## src/rtl/pipe_pkg.sv

```systemverilog
// Shared types for the decode-stage hazard unit: scoreboard entry layout and
// forward-select encoding.
package pipe_pkg;

  localparam int REG_W_MAX   = 8;
  localparam int FWD_REGFILE = 0;

  typedef struct packed {
    logic                 valid;
    logic                 wr;
    logic                 is_load;
    logic [REG_W_MAX-1:0] dst;
  } sb_entry_t;

  localparam sb_entry_t SB_EMPTY = '{valid: 1'b0, wr: 1'b0, is_load: 1'b0,
                                     dst: {REG_W_MAX{1'b0}}};

  // Scoreboard entry k carries the result that stage k produces.
  function automatic int fwd_code(input int stage);
    return stage + 1;
  endfunction

endpackage

```

## src/rtl/hazard_match.sv

```systemverilog
// Per-source match against the scoreboard: youngest forwardable producer
// and load-use detection against the entry in EX.
module hazard_match
  import pipe_pkg::*;
#(
  parameter int NSTAGES  = 3,
  parameter int REG_W    = 4,
  parameter int ZERO_REG = 1,
  parameter int SEL_W    = 2
) (
  input  sb_entry_t [NSTAGES-1:0] sb,
  input  logic [REG_W-1:0]        src,
  input  logic                    src_used,
  input  logic                    id_valid,
  output logic [SEL_W-1:0]        fwd_sel,
  output logic                    load_hit
);

  logic [REG_W_MAX-1:0] src_ext;
  logic                 zero_src;
  logic                 src_live;
  logic [NSTAGES-1:0]   match;

  assign src_ext  = REG_W_MAX'(src);
  assign zero_src = (ZERO_REG != 0) && (src == {REG_W{1'b0}});
  assign src_live = id_valid & src_used & ~zero_src;

  // Priority pick: the lowest-index match wins; a load in EX has no result yet.
  always_comb begin
    match    = {NSTAGES{1'b0}};
    fwd_sel  = SEL_W'(FWD_REGFILE);
    load_hit = 1'b0;
    for (int k = 0; k < NSTAGES; k++) begin
      match[k] = src_live & sb[k].valid & sb[k].wr & (sb[k].dst == src_ext)
                 & ~((k == 0) & sb[k].is_load);
    end
    for (int k = NSTAGES - 1; k >= 0; k--) begin
      fwd_sel = match[k] ? SEL_W'(fwd_code(k)) : fwd_sel;
    end
    load_hit = src_live & sb[0].valid & sb[0].wr & sb[0].is_load
               & (sb[0].dst == src_ext);
  end

endmodule

```

## src/rtl/pipe_hazard_unit.sv

```systemverilog
// Decode-stage hazard unit: scoreboard of in-flight writers, load-use stall,
// branch flush, forward selects and saturating stall/flush counters.
module pipe_hazard_unit
  import pipe_pkg::*;
#(
  parameter int NSTAGES  = 3,
  parameter int REG_W    = 4,
  parameter int ZERO_REG = 1,
  parameter int CNT_W    = 16
) (
  input  logic                             clk,
  input  logic                             rst,
  input  logic                             id_valid,
  input  logic [REG_W-1:0]                 id_src1,
  input  logic [REG_W-1:0]                 id_src2,
  input  logic                             id_src1_used,
  input  logic                             id_src2_used,
  input  logic [REG_W-1:0]                 id_dst,
  input  logic                             id_wr,
  input  logic                             id_is_load,
  input  logic                             br_taken,
  input  logic                             ext_stall,
  output logic                             stall_if,
  output logic                             stall_id,
  output logic                             flush_id,
  output logic                             bubble_ex,
  output logic [$clog2(NSTAGES+1)-1:0]     fwd_sel1,
  output logic [$clog2(NSTAGES+1)-1:0]     fwd_sel2,
  output logic [NSTAGES-1:0]               stage_valid,
  output logic [CNT_W-1:0]                 stall_cnt,
  output logic [CNT_W-1:0]                 flush_cnt
);

  localparam int SEL_W = $clog2(NSTAGES + 1);
  localparam logic [CNT_W-1:0] CNT_MAX = {CNT_W{1'b1}};
  localparam logic [CNT_W-1:0] CNT_ONE = {{(CNT_W-1){1'b0}}, 1'b1};

  sb_entry_t [NSTAGES-1:0] sb_q, sb_d;
  logic [CNT_W-1:0]        stall_cnt_q, stall_cnt_d;
  logic [CNT_W-1:0]        flush_cnt_q, flush_cnt_d;
  logic                    hit1, hit2, load_use;

  hazard_match #(.NSTAGES(NSTAGES), .REG_W(REG_W), .ZERO_REG(ZERO_REG), .SEL_W(SEL_W))
  u_match1 (.sb(sb_q), .src(id_src1), .src_used(id_src1_used), .id_valid(id_valid),
            .fwd_sel(fwd_sel1), .load_hit(hit1));

  hazard_match #(.NSTAGES(NSTAGES), .REG_W(REG_W), .ZERO_REG(ZERO_REG), .SEL_W(SEL_W))
  u_match2 (.sb(sb_q), .src(id_src2), .src_used(id_src2_used), .id_valid(id_valid),
            .fwd_sel(fwd_sel2), .load_hit(hit2));

  assign load_use  = hit1 | hit2;
  assign stall_if  = ext_stall | load_use;
  assign stall_id  = ext_stall | load_use;
  assign bubble_ex = load_use & ~ext_stall;
  assign flush_id  = br_taken & id_valid & ~load_use & ~ext_stall;
  assign stall_cnt = stall_cnt_q;
  assign flush_cnt = flush_cnt_q;

  // Expose the valid bit of every tracked stage.
  always_comb begin
    stage_valid = {NSTAGES{1'b0}};
    for (int k = 0; k < NSTAGES; k++) begin
      stage_valid[k] = sb_q[k].valid;
    end
  end

  // Advance the scoreboard and counters unless frozen; a load-use bubble enters EX.
  always_comb begin
    sb_d        = sb_q;
    stall_cnt_d = stall_cnt_q;
    flush_cnt_d = flush_cnt_q;
    if (ext_stall) begin
      sb_d = sb_q;
    end else begin
      for (int k = NSTAGES - 1; k >= 1; k--) begin
        sb_d[k] = sb_q[k-1];
      end
      if (id_valid && !load_use) begin
        sb_d[0] = '{valid: 1'b1, wr: id_wr, is_load: id_is_load,
                    dst: REG_W_MAX'(id_dst)};
      end else begin
        sb_d[0] = SB_EMPTY;
      end
      if (load_use && (stall_cnt_q != CNT_MAX)) begin
        stall_cnt_d = stall_cnt_q + CNT_ONE;
      end else begin
        stall_cnt_d = stall_cnt_q;
      end
      if (flush_id && (flush_cnt_q != CNT_MAX)) begin
        flush_cnt_d = flush_cnt_q + CNT_ONE;
      end else begin
        flush_cnt_d = flush_cnt_q;
      end
    end
  end

  // State registers with synchronous reset.
  always_ff @(posedge clk) begin
    if (rst) begin
      for (int k = 0; k < NSTAGES; k++) begin
        sb_q[k] <= SB_EMPTY;
      end
      stall_cnt_q <= {CNT_W{1'b0}};
      flush_cnt_q <= {CNT_W{1'b0}};
    end else begin
      sb_q        <= sb_d;
      stall_cnt_q <= stall_cnt_d;
      flush_cnt_q <= flush_cnt_d;
    end
  end

endmodule
```

## config.mk

```make
export PLATFORM = sky130hd
export DESIGN_NAME = pipe_hazard_unit
export DESIGN_NICKNAME = d
export VERILOG_FILES = /design/src/rtl/pipe_pkg.sv /design/src/rtl/hazard_match.sv /design/src/rtl/pipe_hazard_unit.sv
export SDC_FILE = /design/constraint.sdc
export NUM_CORES = 1
export LEC_CHECK = 0
export ABC_AREA = 1
export BUFFER_PORTS_ARGS = -buffer_cell sky130_fd_sc_hd__buf_2
export CORE_AREA = 2 2 80 82
export DETAILED_ROUTE_END_ITERATION = 16
export DIE_AREA = 0 0 82 84
export PLACE_DENSITY = 0.84
export SLEW_MARGIN = 20
export SYNTH_ARGS = -nofsm -noshare
export SYNTH_HDL_FRONTEND = slang
export SYNTH_SLANG_ARGS = --single-unit
```

## constraint.sdc

```tcl
create_clock -name clk -period 1.86 [get_ports clk]
set_input_delay 0.093 -clock clk [delete_from_list [all_inputs] [get_ports clk]]
set_output_delay 0.093 -clock clk [all_outputs]
set_load 0.005 [all_outputs]
```

==> results by group <==
Die
  – Core area: 6100 sq um
  – FP Rows: 29
  – Die W: 82 um
  – Die area: 6890 sq um
  – # IOs: 64
  – Starting Density: 52.8%
  – Die outline height: 84 um

STA
  – Fin crit period: 1.72 ns
  – Post-Route Skew: 0.00675 ns
  – F_max: 0.581 GHz
  – Crit share post-route: 92.5%
  – Final slew viol count: 0
  – Final setup fails: 0
  – Rel. slew slack: 69.6%
  – Setup TNS: 0 ns
  – Worst slew pin tran: 0.455 ns
  – RSZ-0062 raised after global routing: no
  – Final Hold Vio Count: 0

Synthesis
  – Seq/Total Area, Yosys: 31.7%
  – Mapped Area: 3220 sq um
  – Post-synth EDFFs: 0
  – Synth Area per Inst: 6.57 sq um
  – Syn nets: 513
  – Ys flop type: dfxtp_1
  – Yosys reg bits: 51
  – FFs w/ async S/R, synth: 0%
  – Synth warnings: 0
  – Cells after Synth: 490
  – Unique cell type count in the Yosys netlist: 38

Place
  – I/O Buffers: 63
  – Hpwl dp: 6020 um
  – GP Congestion: 0.907
  – DP Cell Count: 624

Global route
  – Vias in the first global route: 3,248
  – First-pass GRT wire length: 13,500 um
  – Pin count of the biggest net entering global routing: 37
  – Initial antenna violation count: 0
  – Remaining global-route overflow: 0
  – GRT Total Usage: 24.4%

Layout
  – Final std cells w/o fill: 634
  – Sequential cell area: 1030 sq um
  – N_diodes: 0
  – Most frequent cells in the layout: nand2_1 (125), buf_2 (63), nor2_1 (49)
  – Fillers: 563
  – Synth-to-Final Area Change: 17.7%
  – Most common cell after layout, fill and taps aside: nand2_1
  – Area of the multi-input gates: 1900 sq um
  – Nets: 580
  – Share of layout cells above drive strength 1: 20.1%

Power and ir drop
  – Leakage: 0.00167 uW
  – VDD IR max: 0.365 mV
  – Power Density: 555 nW/um^2
  – Total power: 2100 uW

Critical path
  – Crit-path max FO: 6
  – CP startpoint kind: register
  – Worst endpoint required time: 1.77 ns
  – Critical Path AT: 1.63 ns
  – Crit Path Category: register to primary output
  – Element type at the critical path end: primary output

Run
  – Max cap viols: 0

CTS
  – Hold buffers post-CTS: 0
  – Clock slew seen by the registers of the worst setup and hold paths: 0.09 ns
  – CTS buffer count: 5
  – CTS root buf: clkbuf_8
  – H-tree levels: 2
  – TritonCTS clock tree: done
  – Worst skew pair latency: 0.30 ns
  – Clock tree buffer depth: 2
  – CTS sink count: 51

Worst hold path
  – Hold WC Path Type: input pin to register

Route
  – DRC: 0
  – WL per Instance: 12.7 um
  – Post-DRT Antenna Nets: 0
  – Via count: 3,449
  – Routed WL: 8070 um
  – Avg Vias per Cell: 5.44
  – Initial drt markers: 156
  – TritonRoute pass-1 iters: 4

Status
  – Outcome: finished, final reports clean
## stage by stage
step / instance area (sq um) / util (%) / worst slack [ns] / hold WS [ns]
2_1_floorplan: 3220 / - / 0.229 / 0.237
3_3_place_gp: 3620 / 59.5 / 0.205 / 0.351
5_1_grt: 3790 / 62.2 / 0.00257 / 0.0236
3_5_place_dp: 3620 / 59.5 / 0.120 / 0.352
6_report: 3790 / 62.2 / 0.140 / 0.0264
4_1_cts: 3730 / 61.3 / 0.00537 / 0.0174
## worst max-delay path, stage by stage (launching register included)
cell and delay (ns):
dfxtp_2 0.36, inv_1 0.10, nand2_1 0.11, nand3_1 0.10
nor2_1 0.06, nand2_1 0.06, nand2_1 0.06, nor2_2 0.14
inv_1 0.09, nor2_2 0.12, buf_2 0.13
## power by group
part / leakage, uW / switching, uW / internal, uW
Sequential: 0.000416 / 22.7 / 1120
Clock: 0.0000513 / 349 / 395
Combinational: 0.00121 / 143 / 77.7
Total: 0.00167 / 514 / 1590
## cell families after synthesis
group	share of synthesized area, %
buffers and inverters	9.84
DFF	31.7
and+or+nand+nor	37.9
AOI/OAI and AO/OA	11.6
xor gates and xnor gates	8.16
adders and majority gates	0.777
## area by class of cell
class	count	share of cell area [%]
multi-input cells	366	50.2
flip-flops and latches	51	27.1
inverters	51	5.05
well taps	77	2.54
clock buffers	6	1.92
repair buffers	82	12.4
clock inverters	1	0.793
## sequential cells by signal, indices dropped and copies added, names as in the netlist
name         count
stall_cnt       16
flush_cnt       16
stage_valid      3
sb_q            16
## per-layer routing
layer | global-route usage [%] | vias to the layer above | wire length, um | share of wire [%]
met4 | 9.85 | 0 | 187 | 2.3
met1 | 27.8 | 1591 | 3330 | 41
met5 | 0 | - | 0 | 0
met3 | 4.33 | 19 | 461 | 5.7
li1 | - | 1733 | - | -
met2 | 43.8 | 106 | 4100 | 51
## cells in the mapped netlist (2+ instances only)
| master | instances | area share [%] |
|---|---|---|
| buf_2 | 4 | 0.62 |
| buf_6 | 3 | 1.0 |
| ha_1 | 2 | 0.78 |
| o22ai_1 | 4 | 0.78 |
| nand4_1 | 24 | 4.7 |
| inv_1 | 47 | 5.5 |
| o21ai_0 | 12 | 1.9 |
| inv_2 | 3 | 0.35 |
| xor2_1 | 17 | 4.6 |
| nor2_2 | 4 | 0.78 |
| a21oi_1 | 45 | 7.0 |
| xnor2_1 | 13 | 3.5 |
| dfxtp_1 | 51 | 32 |
| nor2_1 | 51 | 5.9 |
| nand2_4 | 2 | 0.70 |
| nand2_2 | 3 | 0.58 |
| clkbuf_1 | 10 | 1.2 |
| buf_4 | 4 | 0.93 |
| nand2_1 | 125 | 15 |
| nand3_1 | 42 | 6.5 |
| nor3_1 | 5 | 0.78 |
| a211oi_1 | 3 | 0.70 |
## timing repair
item	CTS	global route
setup endpoints to repair	1	14
gates resized for setup	0	8
pin swaps	1	1
buffers inserted	1	2
## path summary, 6_finish.rpt
kind         slack (ns)       start      endpoint  cells after the start
min reg2reg        0.49     sb_q[0]       sb_q[0]                      2
max reg2reg        0.18     sb_q[9]  stall_cnt[8]                     11
min                0.03  id_is_load       sb_q[8]                      3
max                0.14     sb_q[3]      flush_id                     10
Power figures use the tool's default switching activity.
